<file path="config.mk">
export PLATFORM = sky130hd
export DESIGN_NAME = pipeline_hazard_ctrl_flat
export DESIGN_NICKNAME = d
export VERILOG_FILES = /design/src/rtl/pipeline_hazard_ctrl_if.sv /design/src/rtl/pipeline_hazard_ctrl.sv /design/src/flat_wrapper.sv
export SDC_FILE = /design/constraint.sdc
export NUM_CORES = 1
export LEC_CHECK = 0
export BUFFER_PORTS_ARGS = -buffer_cell sky130_fd_sc_hd__buf_2
export CORE_UTILIZATION = 52
export CTS_CLUSTER_DIAMETER = 100
export DETAILED_ROUTE_END_ITERATION = 16
export PLACE_DENSITY_LB_ADDON = 0.2
export SYNTH_ARGS = -nofsm -noshare
export SYNTH_HDL_FRONTEND = slang
export SYNTH_SLANG_ARGS = --single-unit
export TNS_END_PERCENT = 10
</file>
<file path="constraint.sdc">
create_clock -name clk -period 6.67 [get_ports clk]
set_input_delay 0.667 -clock clk [delete_from_list [all_inputs] [get_ports clk]]
set_output_delay 0.667 -clock clk [all_outputs]
set_load 0.01 [all_outputs]
</file>
<file path="src/rtl/pipeline_hazard_ctrl_if.sv">
// ---------------------------------------------------------------------------
// pipeline_hazard_ctrl_if
// Groups the hazard-controller signals of the 5-stage pipeline into one bundle.
//   master : pipeline datapath side. Drives register/control fields and reads
//            the enables, flushes and forwarding selects.
//   slave  : hazard controller side. Reads the fields and drives the controls.
// Fields:
//   ifid_rs/ifid_rt/ifid_uses_rt         ID-stage consumer source registers
//   idex_rs/idex_rt                      EX-stage source registers (forwarding)
//   idex_wr_reg/idex_reg_write/idex_mem_read   ID/EX producer
//   exmem_wr_reg/exmem_reg_write         EX/MEM producer
//   memwb_wr_reg/memwb_reg_write         MEM/WB producer
//   branch_taken                         taken branch resolved in MEM
//   pc_write_en/ifid_write_en            stage enables
//   ifid_flush/idex_flush/exmem_flush    stage clears / bubble injection
//   fwd_a_sel/fwd_b_sel                  EX operand muxes (00 rf, 10 EX/MEM, 01 MEM/WB)
//   id_bypass_rs/id_bypass_rt            ID read of MEM/WB write data
//   stall_active                         a stall cycle is in progress
// ---------------------------------------------------------------------------
interface pipeline_hazard_ctrl_if;
  logic [4:0] ifid_rs;
  logic [4:0] ifid_rt;
  logic       ifid_uses_rt;
  logic [4:0] idex_rs;
  logic [4:0] idex_rt;
  logic [4:0] idex_wr_reg;
  logic       idex_reg_write;
  logic       idex_mem_read;
  logic [4:0] exmem_wr_reg;
  logic       exmem_reg_write;
  logic [4:0] memwb_wr_reg;
  logic       memwb_reg_write;
  logic       branch_taken;

  logic       pc_write_en;
  logic       ifid_write_en;
  logic       ifid_flush;
  logic       idex_flush;
  logic       exmem_flush;
  logic [1:0] fwd_a_sel;
  logic [1:0] fwd_b_sel;
  logic       id_bypass_rs;
  logic       id_bypass_rt;
  logic       stall_active;

  modport master (
    output ifid_rs, ifid_rt, ifid_uses_rt, idex_rs, idex_rt,
    output idex_wr_reg, idex_reg_write, idex_mem_read,
    output exmem_wr_reg, exmem_reg_write, memwb_wr_reg, memwb_reg_write,
    output branch_taken,
    input  pc_write_en, ifid_write_en, ifid_flush, idex_flush, exmem_flush,
    input  fwd_a_sel, fwd_b_sel, id_bypass_rs, id_bypass_rt, stall_active
  );

  modport slave (
    input  ifid_rs, ifid_rt, ifid_uses_rt, idex_rs, idex_rt,
    input  idex_wr_reg, idex_reg_write, idex_mem_read,
    input  exmem_wr_reg, exmem_reg_write, memwb_wr_reg, memwb_reg_write,
    input  branch_taken,
    output pc_write_en, ifid_write_en, ifid_flush, idex_flush, exmem_flush,
    output fwd_a_sel, fwd_b_sel, id_bypass_rs, id_bypass_rt, stall_active
  );
endinterface

</file>
<file path="src/rtl/pipeline_hazard_ctrl.sv">
// ---------------------------------------------------------------------------
// pipeline_hazard_ctrl
// Hazard detection / stall / flush sequencer for a 5-stage IF/ID/EX/MEM/WB
// pipeline. RAW hazards between the ID consumer and the EX/MEM/WB producers
// stall PC and IF/ID for N cycles while ID/EX is loaded with bubbles. A taken
// branch resolved in MEM flushes IF/ID, ID/EX and EX/MEM and overrides any
// stall. Saturating counters track stall cycles and taken-branch flushes.
//
// Optional feature: define FORWARDING_EN to enable EX-stage forwarding and the
// ID-stage MEM/WB bypass; only load-use then stalls (1 cycle). Without it the
// forwarding/bypass outputs are constant 0 and full-stall rules apply.
//
// Ports:
//   clk           rising-edge clock
//   rst           synchronous reset, active-low
//   bus           pipeline_hazard_ctrl_if.slave (fields/controls, see interface)
//   stall_cycles  CNT_W saturating count of stall cycles since reset
//   flush_events  CNT_W saturating count of taken-branch flushes since reset
// ---------------------------------------------------------------------------
module pipeline_hazard_ctrl #(
  parameter int CNT_W = 16
) (
  input  logic                  clk,
  input  logic                  rst,
  pipeline_hazard_ctrl_if.slave bus,
  output logic [CNT_W-1:0]      stall_cycles,
  output logic [CNT_W-1:0]      flush_events
);

  localparam logic [0:0] ST_RUN   = 1'b0;
  localparam logic [0:0] ST_STALL = 1'b1;
  localparam logic [CNT_W-1:0] CNT_ONE = {{(CNT_W-1){1'b0}}, 1'b1};

  logic [0:0]       state_reg, state_next;
  logic [1:0]       cnt_reg, cnt_next;
  logic [CNT_W-1:0] stall_cycles_reg;
  logic [CNT_W-1:0] flush_events_reg;

  logic [1:0] need;          // stall cycles required by the current ID instruction
  logic       stall_issue;   // this cycle is a stall cycle (before branch override)
  logic [1:0] fwd_sel [2];
  logic       bypass  [2];

  // Producer hazards against the ID consumer; $0 never hazards.
  function automatic logic id_match(input logic       rw,
                                    input logic [4:0] wr,
                                    input logic [4:0] rs,
                                    input logic [4:0] rt,
                                    input logic       uses_rt);
    return rw && (wr != 5'd0) && ((wr == rs) || (uses_rt && (wr == rt)));
  endfunction

  logic match_idex, match_exmem, match_memwb;
  assign match_idex  = id_match(bus.idex_reg_write,  bus.idex_wr_reg,
                                bus.ifid_rs, bus.ifid_rt, bus.ifid_uses_rt);
  assign match_exmem = id_match(bus.exmem_reg_write, bus.exmem_wr_reg,
                                bus.ifid_rs, bus.ifid_rt, bus.ifid_uses_rt);
  assign match_memwb = id_match(bus.memwb_reg_write, bus.memwb_wr_reg,
                                bus.ifid_rs, bus.ifid_rt, bus.ifid_uses_rt);

`ifdef FORWARDING_EN
  logic [4:0] ex_src [2];
  logic [4:0] id_src [2];
  assign ex_src[0] = bus.idex_rs;
  assign ex_src[1] = bus.idex_rt;
  assign id_src[0] = bus.ifid_rs;
  assign id_src[1] = bus.ifid_rt;

  // Only a load in EX cannot be forwarded in time: one bubble resolves it.
  assign need = (match_idex && bus.idex_mem_read) ? 2'd1 : 2'd0;

  for (genvar gi = 0; gi < 2; gi++) begin : g_fwd
    logic hit_exmem, hit_memwb;
    assign hit_exmem = bus.exmem_reg_write && (bus.exmem_wr_reg != 5'd0) &&
                       (bus.exmem_wr_reg == ex_src[gi]);
    assign hit_memwb = bus.memwb_reg_write && (bus.memwb_wr_reg != 5'd0) &&
                       (bus.memwb_wr_reg == ex_src[gi]);
    // EX/MEM holds the younger result, so it wins over MEM/WB.
    assign fwd_sel[gi] = hit_exmem ? 2'b10 : (hit_memwb ? 2'b01 : 2'b00);
    assign bypass[gi]  = bus.memwb_reg_write && (bus.memwb_wr_reg != 5'd0) &&
                         (bus.memwb_wr_reg == id_src[gi]);
  end

  logic unused_ok;
  assign unused_ok = 1'b0;
`else
  // Without forwarding the consumer waits until the producer has written back.
  assign need = match_idex  ? 2'd3 :
                match_exmem ? 2'd2 :
                match_memwb ? 2'd1 : 2'd0;

  for (genvar gi = 0; gi < 2; gi++) begin : g_fwd
    assign fwd_sel[gi] = 2'b00;
    assign bypass[gi]  = 1'b0;
  end

  logic unused_ok;
  assign unused_ok = ^{bus.idex_rs, bus.idex_rt, bus.idex_mem_read};
`endif

  always_comb begin
    state_next          = state_reg;
    cnt_next            = cnt_reg;
    bus.pc_write_en     = 1'b1;
    bus.ifid_write_en   = 1'b1;
    bus.ifid_flush      = 1'b0;
    bus.idex_flush      = 1'b0;
    bus.exmem_flush     = 1'b0;
    bus.stall_active    = 1'b0;

    // In STALL the hazard inputs are ignored: ID/EX only carries bubbles.
    stall_issue = (state_reg == ST_STALL) || (need != 2'd0);

    if (state_reg == ST_STALL) begin
      if (cnt_reg == 2'd1) begin
        state_next = ST_RUN;
        cnt_next   = 2'd0;
      end else begin
        cnt_next = cnt_reg - 2'd1;
      end
    end else if (need > 2'd1) begin
      state_next = ST_STALL;
      cnt_next   = need - 2'd1;
    end

    if (stall_issue) begin
      bus.pc_write_en   = 1'b0;
      bus.ifid_write_en = 1'b0;
      bus.idex_flush    = 1'b1;
      bus.stall_active  = 1'b1;
    end

    // A taken branch squashes the wrong-path instructions, including any
    // stalled consumer, so the pending stall is simply dropped.
    if (bus.branch_taken) begin
      bus.pc_write_en   = 1'b1;
      bus.ifid_write_en = 1'b1;
      bus.ifid_flush    = 1'b1;
      bus.idex_flush    = 1'b1;
      bus.exmem_flush   = 1'b1;
      state_next        = ST_RUN;
      cnt_next          = 2'd0;
    end

    if (!rst) begin
      bus.pc_write_en   = 1'b1;
      bus.ifid_write_en = 1'b1;
      bus.ifid_flush    = 1'b0;
      bus.idex_flush    = 1'b0;
      bus.exmem_flush   = 1'b0;
      bus.stall_active  = 1'b0;
    end
  end

  assign bus.fwd_a_sel    = rst ? fwd_sel[0] : 2'b00;
  assign bus.fwd_b_sel    = rst ? fwd_sel[1] : 2'b00;
  assign bus.id_bypass_rs = rst && bypass[0];
  assign bus.id_bypass_rt = rst && bypass[1];

  always_ff @(posedge clk) begin
    if (!rst) begin
      state_reg        <= ST_RUN;
      cnt_reg          <= 2'd0;
      stall_cycles_reg <= '0;
      flush_events_reg <= '0;
    end else begin
      state_reg <= state_next;
      cnt_reg   <= cnt_next;
      if (stall_issue && !bus.branch_taken && (stall_cycles_reg != '1))
        stall_cycles_reg <= stall_cycles_reg + CNT_ONE;
      if (bus.branch_taken && (flush_events_reg != '1))
        flush_events_reg <= flush_events_reg + CNT_ONE;
    end
  end

  assign stall_cycles = stall_cycles_reg;
  assign flush_events = flush_events_reg;

endmodule

</file>
<file path="src/flat_wrapper.sv">
// flat-port wrapper written by rule: the top's interface ports become plain ports
module pipeline_hazard_ctrl_flat 
#(
  parameter int CNT_W = 16
)
  (clk, rst, stall_cycles, flush_events, bus_ifid_rs, bus_ifid_rt, bus_ifid_uses_rt, bus_idex_rs, bus_idex_rt, bus_idex_wr_reg, bus_idex_reg_write, bus_idex_mem_read, bus_exmem_wr_reg, bus_exmem_reg_write, bus_memwb_wr_reg, bus_memwb_reg_write, bus_branch_taken, bus_pc_write_en, bus_ifid_write_en, bus_ifid_flush, bus_idex_flush, bus_exmem_flush, bus_fwd_a_sel, bus_fwd_b_sel, bus_id_bypass_rs, bus_id_bypass_rt, bus_stall_active);
  pipeline_hazard_ctrl_if bus_i ();
  input  logic clk;
  input  logic rst;
  output logic [CNT_W-1:0] stall_cycles;
  output logic [CNT_W-1:0] flush_events;
  input wire logic [$bits(bus_i.ifid_rs)-1:0] bus_ifid_rs;
  input wire logic [$bits(bus_i.ifid_rt)-1:0] bus_ifid_rt;
  input wire logic [$bits(bus_i.ifid_uses_rt)-1:0] bus_ifid_uses_rt;
  input wire logic [$bits(bus_i.idex_rs)-1:0] bus_idex_rs;
  input wire logic [$bits(bus_i.idex_rt)-1:0] bus_idex_rt;
  input wire logic [$bits(bus_i.idex_wr_reg)-1:0] bus_idex_wr_reg;
  input wire logic [$bits(bus_i.idex_reg_write)-1:0] bus_idex_reg_write;
  input wire logic [$bits(bus_i.idex_mem_read)-1:0] bus_idex_mem_read;
  input wire logic [$bits(bus_i.exmem_wr_reg)-1:0] bus_exmem_wr_reg;
  input wire logic [$bits(bus_i.exmem_reg_write)-1:0] bus_exmem_reg_write;
  input wire logic [$bits(bus_i.memwb_wr_reg)-1:0] bus_memwb_wr_reg;
  input wire logic [$bits(bus_i.memwb_reg_write)-1:0] bus_memwb_reg_write;
  input wire logic [$bits(bus_i.branch_taken)-1:0] bus_branch_taken;
  output wire logic [$bits(bus_i.pc_write_en)-1:0] bus_pc_write_en;
  output wire logic [$bits(bus_i.ifid_write_en)-1:0] bus_ifid_write_en;
  output wire logic [$bits(bus_i.ifid_flush)-1:0] bus_ifid_flush;
  output wire logic [$bits(bus_i.idex_flush)-1:0] bus_idex_flush;
  output wire logic [$bits(bus_i.exmem_flush)-1:0] bus_exmem_flush;
  output wire logic [$bits(bus_i.fwd_a_sel)-1:0] bus_fwd_a_sel;
  output wire logic [$bits(bus_i.fwd_b_sel)-1:0] bus_fwd_b_sel;
  output wire logic [$bits(bus_i.id_bypass_rs)-1:0] bus_id_bypass_rs;
  output wire logic [$bits(bus_i.id_bypass_rt)-1:0] bus_id_bypass_rt;
  output wire logic [$bits(bus_i.stall_active)-1:0] bus_stall_active;
  assign bus_i.ifid_rs = bus_ifid_rs;
  assign bus_i.ifid_rt = bus_ifid_rt;
  assign bus_i.ifid_uses_rt = bus_ifid_uses_rt;
  assign bus_i.idex_rs = bus_idex_rs;
  assign bus_i.idex_rt = bus_idex_rt;
  assign bus_i.idex_wr_reg = bus_idex_wr_reg;
  assign bus_i.idex_reg_write = bus_idex_reg_write;
  assign bus_i.idex_mem_read = bus_idex_mem_read;
  assign bus_i.exmem_wr_reg = bus_exmem_wr_reg;
  assign bus_i.exmem_reg_write = bus_exmem_reg_write;
  assign bus_i.memwb_wr_reg = bus_memwb_wr_reg;
  assign bus_i.memwb_reg_write = bus_memwb_reg_write;
  assign bus_i.branch_taken = bus_branch_taken;
  assign bus_pc_write_en = bus_i.pc_write_en;
  assign bus_ifid_write_en = bus_i.ifid_write_en;
  assign bus_ifid_flush = bus_i.ifid_flush;
  assign bus_idex_flush = bus_i.idex_flush;
  assign bus_exmem_flush = bus_i.exmem_flush;
  assign bus_fwd_a_sel = bus_i.fwd_a_sel;
  assign bus_fwd_b_sel = bus_i.fwd_b_sel;
  assign bus_id_bypass_rs = bus_i.id_bypass_rs;
  assign bus_id_bypass_rt = bus_i.id_bypass_rt;
  assign bus_stall_active = bus_i.stall_active;
  pipeline_hazard_ctrl #(.CNT_W(CNT_W)) u_core (.clk(clk), .rst(rst), .bus(bus_i), .stall_cycles(stall_cycles), .flush_events(flush_events));
endmodule
</file>
==> impl_metrics.yaml, run 1 <==
synthesis:
  syn_area_per_cell_um2: 8.439
  yosysSeqAreaShare: 0.3256
  syn-cell-area_mm2: 0.002152
  yosys_warnings: 0
  yosysTopAreaCellShare: 0.3256
  yosysTopAreaCell: "dfxtp_1"
  synth_area_leaders: "dfxtp_1 33%, xor2_1 14%, xnor2_1 8.5%"
  synthDistinctLibCells: 42
  synth_cells: 255
  synth_seq_cells: 35
route:
  wire_per_inst_um: 12.26
  wl_mm: 4.599
  vias: 1965
  remaining_drc_errors: 0
  viasPerCell: 5.240
  ant_nets: 0
  drt-initial-drc-count: 87
  drtPass1Iterations: 4
placed_design:
  dp_slack_ns: 3.172
  dp_hpwl_mm: 3.513
  place.gp.congestion: 0.7926
  port_buffers: 69
clock_network:
  cts_tree: "yes"
  numClockSinks: 35
  cts_hold_buf: 0
  cts_resized: 0
  clockRootBuffer: "clkbuf_8"
  htree_levels: 2
  path_clk_slew_ns: 0.07
  clk_latency_ns: 0.28
  numCtsBuffers: 5
  clk_path_buf_depth: 2
  cts_setup_buffers: 0
sta:
  fin_crit_sh: 0.5176
  setup_viol: 0
  finClkSkew_ns: 0.003440
  drv_slew: 0
  rsz0062_at_grt: "false"
  period_minus_slack_ns: 3.452
  max_freq_ghz: 0.2897
  finalHoldViolations: 0
  worst_slack_ns: 3.218
  finalSetupTns_ns: 0
die:
  core_mm2: 0.004000
  die_h_um: 66.33
  die-area_mm2: 0.004400
  rows: 23
  die_w_um: 66.33
  start_util: 0.5380
  io_pins: 87
setup_path:
  critPathRequiredTime_ns: 6.00
  crit_path_start_kind: "input port"
  worstPathArrival_ns: 2.79
  worstSetupPathType: "in2out"
  cp-end-kind: "output port"
  path_max_fanout: 6
global_route:
  grt_max_degree: 40
  grt_pass1_wl_mm: 7.507
  grt_use_total: 0.2209
  grt_pass1_vias: 1740
  gr-total-overflow: 0
  antenna_found_initial: 0
power_and_ir_drop:
  p_per_area_mw_per_mm2: 164.0
  ir_worst_vdd_mv: 0.1305
  p_leak_nw: 1.116
cells_and_area:
  area_growth_pct: 20.47
  n_fill_cell: 374
  nNetsFinal: 371
  layout-drive-gt1-share: 0.2677
  diodes: 0
hold_path:
  hp-class: "reg2reg"
flow_run:
  cap_violations: 0
run_status:
  status: "finished, final reports clean"
[worst max-delay path, cell delays in order]
cell	delay, ns
buf_2	0.12
or4_1	0.54
o21ai_1	0.22
nor2_1	0.09
nor3_1	0.20
a21oi_1	0.07
ha_1	0.20
nor2b_1	0.20
or3_1	0.34
buf_2	0.15
[cell families (layout without fill, tap and decap cells)]
logic type      after synthesis  after routing  share of synthesized area
simple gates                113            113                     0.2622
xor+xnor                     55             55                     0.2238
flops                        35             35                     0.3256
compound gates               28             28                     0.1081
buf+inv                      17             82                    0.04360
fa+ha+maj                     4              4                    0.02326
mux                           2              2                    0.01163
other cells                   1              6                   0.001743
[power breakdown]
group	internal [W]	switching, W	leakage, nW
registers	0.000211	0.00000235	0.282
logic	0.0000274	0.0000354	0.793
clock network	0.0000729	0.0000762	0.0412
[path summary, 6_finish.rpt]
check / start / end / slack, ns / cells past startpoint
max: bus_exmem_wr_reg[0] / bus_pc_write_en / 3.22 / 10
min: u_core.stall_cycles[1]$_SDFFE_PN0P_ / u_core.stall_cycles[1]$_SDFFE_PN0P_ / 0.49 / 2
max reg2reg: u_core.state_reg$_SDFF_PP0_ / u_core.stall_cycles[9]$_SDFFE_PN0P_ / 4.85 / 6
min reg2reg: u_core.stall_cycles[1]$_SDFFE_PN0P_ / u_core.stall_cycles[1]$_SDFFE_PN0P_ / 0.49 / 2
[layout make-up]
class,instances,area [µm²],share of cell area
Clock buffer,6,72.57,0.02799
Clock inverter,2,12.51,0.004826
Inverter,4,15.01,0.005791
Multi-Input combinational cell,208,1376,0.5309
Sequential cell,35,700.7,0.2703
Tap cell,50,62.56,0.02413
Timing Repair Buffer,70,352.8,0.1361
[synthesized netlist by cell type]
cell / n
o211ai_1: 1
nor2_1: 38
nand3_1: 20
o21ai_0: 4
o21a_1: 1
a21boi_1: 2
dfxtp_1: 35
nor3_2: 1
o21ai_1: 1
a21oi_1: 9
mux2_4: 1
nor4_2: 1
buf_4: 8
a2bb2oi_2: 1
nor2b_1: 2
nor4_1: 1
a32oi_1: 1
clkbuf_1: 4
or3_1: 3
and4_4: 1
a41o_1: 1
a21boi_0: 1
o41ai_2: 1
mux2i_1: 1
nand4_1: 6
a2111oi_4: 1
nor3_1: 5
and4_1: 3
xor2_1: 34
buf_1: 1
conb_1: 1
a2111oi_2: 1
and3_1: 10
or4_1: 3
ha_1: 4
xnor2_1: 21
a31oi_1: 2
or2_2: 1
nand2_1: 17
inv_1: 4
nand2b_1: 1
o22ai_4: 1
[stage by stage]
stage                     hold WS (ns)  total power, W  std cells    util  instance area (µm²)
after floorplan                 0.5081       0.0002587        260       -                 2171
after global placement          0.4817       0.0002800        367  0.6268                 2507
after detailed placement        0.4827       0.0002812        367  0.6268                 2507
after CTS                       0.4924       0.0004289        375  0.6481                 2592
after global routing            0.5285       0.0004462        375  0.6481                 2592
final                           0.4875       0.0004252        375  0.6481                 2592
[cells in the final DEF (no fill, tap or decap), drive strengths merged, types with 2 or more instances in the layout]
cell,Yosys,final
a2111oi,2,2
a21boi,3,3
a21oi,9,9
a31oi,2,2
and3,10,10
and4,4,4
buf,9,70
clkbuf,4,6
conb,1,6
dfxtp,35,35
ha,4,4
inv,4,4
nand2,17,17
nand3,20,20
nand4,6,6
nor2,38,38
nor2b,2,2
nor3,6,6
nor4,2,2
o21ai,5,5
or3,3,3
or4,3,3
xnor2,21,21
xor2,34,34
[routing by layer]
layer / part of all wire / track usage / up-vias
met5: 0 / 0 / -
met4: 0.011 / 0.07713 / 0
met3: 0.057 / 0.05517 / 6
met2: 0.47 / 0.3661 / 62
met1: 0.46 / 0.2756 / 896
li1: - / - / 1001
Note: power is estimated with default switching activity, not from simulation.
==> run 2: changes to the inputs <==
CORE_UTILIZATION = 48   (was 52)
clock period = 3.5 ns   (was 6.67 ns; I/O delays follow)
==> run 2 against run 1 <==
First-iteration DRC count down 8.0%. Critical path type is now in2reg. Setup slack worse by 2.5 ns. Critical path depth up 3. Via count up 0.41%. Largest power group unchanged. Clock-buffer cell count unchanged. Design area unchanged.
==> impl_metrics.yaml, run 2 (synthesized netlist as in run 1, its figures left out) <==
run_status:
  status: "finished, final reports clean"
setup_path:
  path_max_fanout: 6
  crit_path_start_kind: "input port"
  rr_worst_depth: 6
  cp-end-kind: "flip-flop"
  worstPathArrival_ns: 3.01
  worstSetupPathType: "in2reg"
  critPathRequiredTime_ns: 3.69
global_route:
  grt_pass1_vias: 1698
  grt_pass1_wl_mm: 7.300
  antenna_found_initial: 0
  grt_max_degree: 27
  grt_use_total: 0.2060
  gr-total-overflow: 0
power_and_ir_drop:
  p_sw_w: 0.0002198
  intPower_w: 0.0005931
  seqPwrFrac: 0.500
  ir_worst_vdd_mv: 0.1873
  p_per_area_mw_per_mm2: 313.5
  pwr-share-clk: 0.353
  p_sw_frac: 0.2704
  p_leak_nw: 1.116
  pwr-share-comb: 0.146
  p_total_w: 0.0008129
clock_network:
  cts_tree: "yes"
  cts_resized: 0
  cts_hold_buf: 0
  clockRootBuffer: "clkbuf_8"
  clk_path_buf_depth: 2
  htree_levels: 2
  clk_latency_ns: 0.29
  numClockSinks: 35
  path_clk_slew_ns: 0.07
  cts_setup_buffers: 0
  numCtsBuffers: 5
route:
  remaining_drc_errors: 0
  drt-met1-wl_mm: 2.125
  top_layer: "met4"
  wl_met2_mm: 2.053
  vias: 1973
  wl_mm: 4.512
  drt-initial-drc-count: 80
  ant_nets: 0
  drtPass1Iterations: 4
  wl_met3_um: 267
  viasPerCell: 5.261
  wire_per_inst_um: 12.03
sta:
  finalSetupTns_ns: 0
  fin_crit_sh: 0.8055
  period_minus_slack_ns: 2.819
  slew-limit-headroom: 0.4792
  finalHoldViolations: 0
  rsz0062_at_grt: "false"
  finClkSkew_ns: 0.008423
  setup_viol: 0
  drv_slew: 0
  max_freq_ghz: 0.3547
  tightest_slew_ns: 0.7804
cells_and_area:
  diodes: 0
  layout-drive-gt1-share: 0.2677
  utilization: 0.6256
  final_cell_mix: "69 x buf_2, 38 x nor2_1, 35 x dfxtp_1, 34 x xor2_1, 21 x xnor2_1"
  final_common_cell: "buf_2"
  nNetsFinal: 371
  instances_no_fill: 375
  area_growth_pct: 20.47
placed_design:
  dp.cells: 367
  place.gp.congestion: 0.8528
  dp_hpwl_mm: 3.517
  port_buffers: 69
die:
  start_util: 0.5193
  die_w_um: 68.96
  die-area_mm2: 0.004755
  rows: 23
  core_mm2: 0.004144
  io_pins: 87
  die_h_um: 68.96
flow_run:
  cap_violations: 0
hold_path:
  hp-class: "in2reg"
  hold-path-cell-count: 2
## run 2: cell counts in the layout (fill, tap and decap cells not counted)
No cell type changed its count.
## run 2: area by class of cell
class                   instances  area (µm²)
inverters                       4       15.01
flip-flops and latches         35       700.7
well taps                      50       62.56
repair buffers                 70       352.8
multi-input cells             208        1376
clock buffers                   6       72.57
clock inverters                 2       12.51
fillers                       398        1551
## run 2: power groups by stage
stage,logic (W),registers [W],clock network [W]
6_report,0.000119,0.000407,0.000287
4_1_cts,0.000120,0.000407,0.000291
5_1_grt,0.000133,0.000407,0.000311
3_3_place_gp,0.000117,0.000416,0
3_5_place_dp,0.000119,0.000416,0
2_1_floorplan,0.0000762,0.000417,0
## run 2: through the flow
stage,setup slack [ns],hold WS (ns),cell area (µm²)
2_1_floorplan,0.8205,0.5081,2171
3_3_place_gp,0.4045,0.4901,2507
6_report,0.6807,0.4632,2592
3_5_place_dp,0.3345,0.4884,2507
5_1_grt,0.3502,0.4820,2592
4_1_cts,0.6405,0.4625,2592
## run 2: critical path, stage by stage
cell and delay [ns]:
buf_2 0.12, or4_1 0.54, o21ai_1 0.22, nor2_1 0.09, nor3_1 0.20, a21oi_1 0.07, ha_1 0.19, nor2b_1 0.20
nor3_1 0.26, a21boi_1 0.38, and3_1 0.23, xnor2_1 0.12, nor2_1 0.05
## run 2: metal layers
metal,vias up,global-route usage
li1,1006,-
met1,895,0.2616
met2,66,0.3386
met3,6,0.03947
met4,0,0.08418
met5,-,0
## run 2: final timing paths
| path | endpoint | startpoint | slack [ns] |
|---|---|---|---|
| worst max register to register | u_core.stall_cycles[9]$_SDFFE_PN0P_ | u_core.state_reg$_SDFF_PP0_ | 1.73 |
| worst min-delay path | u_core.state_reg$_SDFF_PP0_ | bus_branch_taken | 0.46 |
| worst max-delay path | u_core.stall_cycles[9]$_SDFFE_PN0P_ | bus_exmem_wr_reg[0] | 0.68 |
| worst min register to register | u_core.stall_cycles[1]$_SDFFE_PN0P_ | u_core.stall_cycles[1]$_SDFFE_PN0P_ | 0.50 |
==> run 3: changes to the inputs <==
clock period = 2.8 ns   (was 3.5 ns; I/O delays follow)
==> run 3 against run 2 <==
Power is 25% higher. Die area stayed put. Global-route usage is 0.076 points lower. Sequential cell count stayed put. Clock-buffer cell count is 1 higher. Sequential share of layout area is 0.99 points lower. First-iteration DRC count is 43% lower. Combinational power is 37% higher. Setup slack worse by 0.56 ns. Critical endpoint is now bus_ifid_write_en. Largest power group unchanged.
==> impl_metrics.yaml, run 3 (synthesized netlist as in run 1, its figures left out) <==
run_status:
  status: "finished, final reports clean"
placed_design:
  port_buffers: 69
  dp.cells: 378
  dp_hpwl_mm: 3.591
  dp_slack_ns: -0.1037
  place.gp.congestion: 0.7895
setup_path:
  cp_cell_sequence: "buf_2, or4_1, o21ai_2, nor2_1, nor3_1, a21oi_1, ha_1, nor2b_2, buf_4, or3_1, buf_2"
  path_max_fanout: 4
  worstSetupPathType: "in2out"
  cp-end-kind: "output port"
  cpMostUsedCell: "buf_2"
  critPathMaxStageDelay_ns: 0.56
  worstPathArrival_ns: 2.40
  crit_path_start_kind: "input port"
  critPathSlowestCell: "or4_1"
  critPathRequiredTime_ns: 2.52
sta:
  drv_slew: 0
  tightest_slew_ns: 0.7794
  setup_viol: 0
  fin_crit_sh: 0.9569
  rsz0062_at_grt: "true"
  max_freq_ghz: 0.3732
  worst_slack_ns: 0.1207
  hold_slack_ns: 0.3973
  finClkSkew_ns: 0.004096
  period_minus_slack_ns: 2.679
  finalHoldViolations: 0
  slew-limit-headroom: 0.4798
global_route:
  grt-busiest-layer: "met2"
  grt_pass1_vias: 1753
  gr-total-overflow: 0
  antenna_found_initial: 0
  grt_max_degree: 26
  grt_use_met3: 0.03783
  grt_use_total: 0.2053
  grt_pass1_wl_mm: 7.362
  grtUsageMet2: 0.3507
  grt.met1_usage: 0.2515
clock_network:
  path_clk_slew_ns: 0.07
  cts_tree: "yes"
  htree_levels: 2
  clockRootBuffer: "clkbuf_8"
  numCtsBuffers: 5
  numClockSinks: 35
  clk_latency_ns: 0.28
  clk_path_buf_depth: 2
die:
  io_pins: 87
  die-area_mm2: 0.004755
  core_mm2: 0.004144
  die_w_um: 68.96
  start_util: 0.5193
  rows: 23
  die_h_um: 68.96
cells_and_area:
  seq_area_um2: 700.7
  nNetsFinal: 382
  final_cell_mix: "69 x buf_2, 38 x nor2_1, 35 x dfxtp_1, 34 x xor2_1, 21 x xnor2_1"
  multi_input_area_mm2: 0.001396
  n_fill_cell: 374
  instances_no_fill: 386
  final_common_cell: "buf_2"
  area_growth_pct: 25.06
  layout-drive-gt1-share: 0.2976
  diodes: 0
power_and_ir_drop:
  p_per_area_mw_per_mm2: 379.0
  p_total_w: 0.001020
  p_leak_nw: 1.185
  ir_worst_vdd_mv: 0.1654
route:
  drtPass1Iterations: 4
  viasPerCell: 5.111
  wl_mm: 4.545
  drt-initial-drc-count: 46
  wire_per_inst_um: 11.77
  vias: 1973
  remaining_drc_errors: 0
  ant_nets: 0
hold_path:
  hp-class: "in2reg"
flow_run:
  cap_violations: 0
run 3: cell types whose count changed in the layout (fill, tap and decap cells not counted), sizes merged:
| cell | change |
|---|---|
| buf | +11 |
| clkbuf | +1 |
| clkinvlp | -1 |
run 3: through the flow:
step                        util  instance area (µm²)  setup TNS [ns]
after floorplan                -                 2171               0
after global placement    0.6250                 2590        -0.09191
after detailed placement  0.6250                 2590         -0.1579
after CTS                 0.6446                 2671               0
after global routing      0.6495                 2691        -0.07376
final                     0.6495                 2691               0
run 3: path summary, 6_finish.rpt:
path / start / endpoint / slack (ns) / cells past startpoint
hold reg to reg: u_core.flush_events[1]$_SDFFE_PN0P_ / u_core.flush_events[1]$_SDFFE_PN0P_ / 0.50 / 2
setup / recovery: bus_exmem_wr_reg[0] / bus_ifid_write_en / 0.12 / 11
hold / removal: bus_branch_taken / u_core.state_reg$_SDFF_PP0_ / 0.40 / 2
setup reg to reg: u_core.flush_events[7]$_SDFFE_PN0P_ / u_core.flush_events[14]$_SDFFE_PN0P_ / 1.05 / 6
run 3: layout make-up:
cell class / count / area share
clock buffer: 7 / 0.02836
tap: 50 / 0.02325
timing repair buffer: 81 / 0.1618
multi-input combinational: 208 / 0.5188
inverter: 4 / 0.005579
clock inverter: 1 / 0.001860
sequential: 35 / 0.2603
run 3: critical path, delay by kind of cell:
family / cells / cell delay (ns)
and+or+nand+nor: 5 / 1.31
adders and majority gates: 1 / 0.19
AOI/OAI and AO/OA: 2 / 0.21
buffers and inverters: 3 / 0.41
run 3: layer usage:
metal	vias up	part of all wire
met3	6	0.039
met5	-	0
met2	56	0.46
met4	0	0.013
met1	883	0.49
li1	1028	-
run 3: repair_timing:
action,CTS,global route
endpoints found under the hold margin,0,0
endpoints found under the setup margin,0,4
setup buffers,0,0
resized for setup,0,4
hold buffers,0,0
run 3: where the power goes:
part	internal (W)	leakage [nW]	switching (W)
clock network	0.000174	0.0422	0.000174
registers	0.000503	0.282	0.00000592
logic	0.0000744	0.860	0.0000882
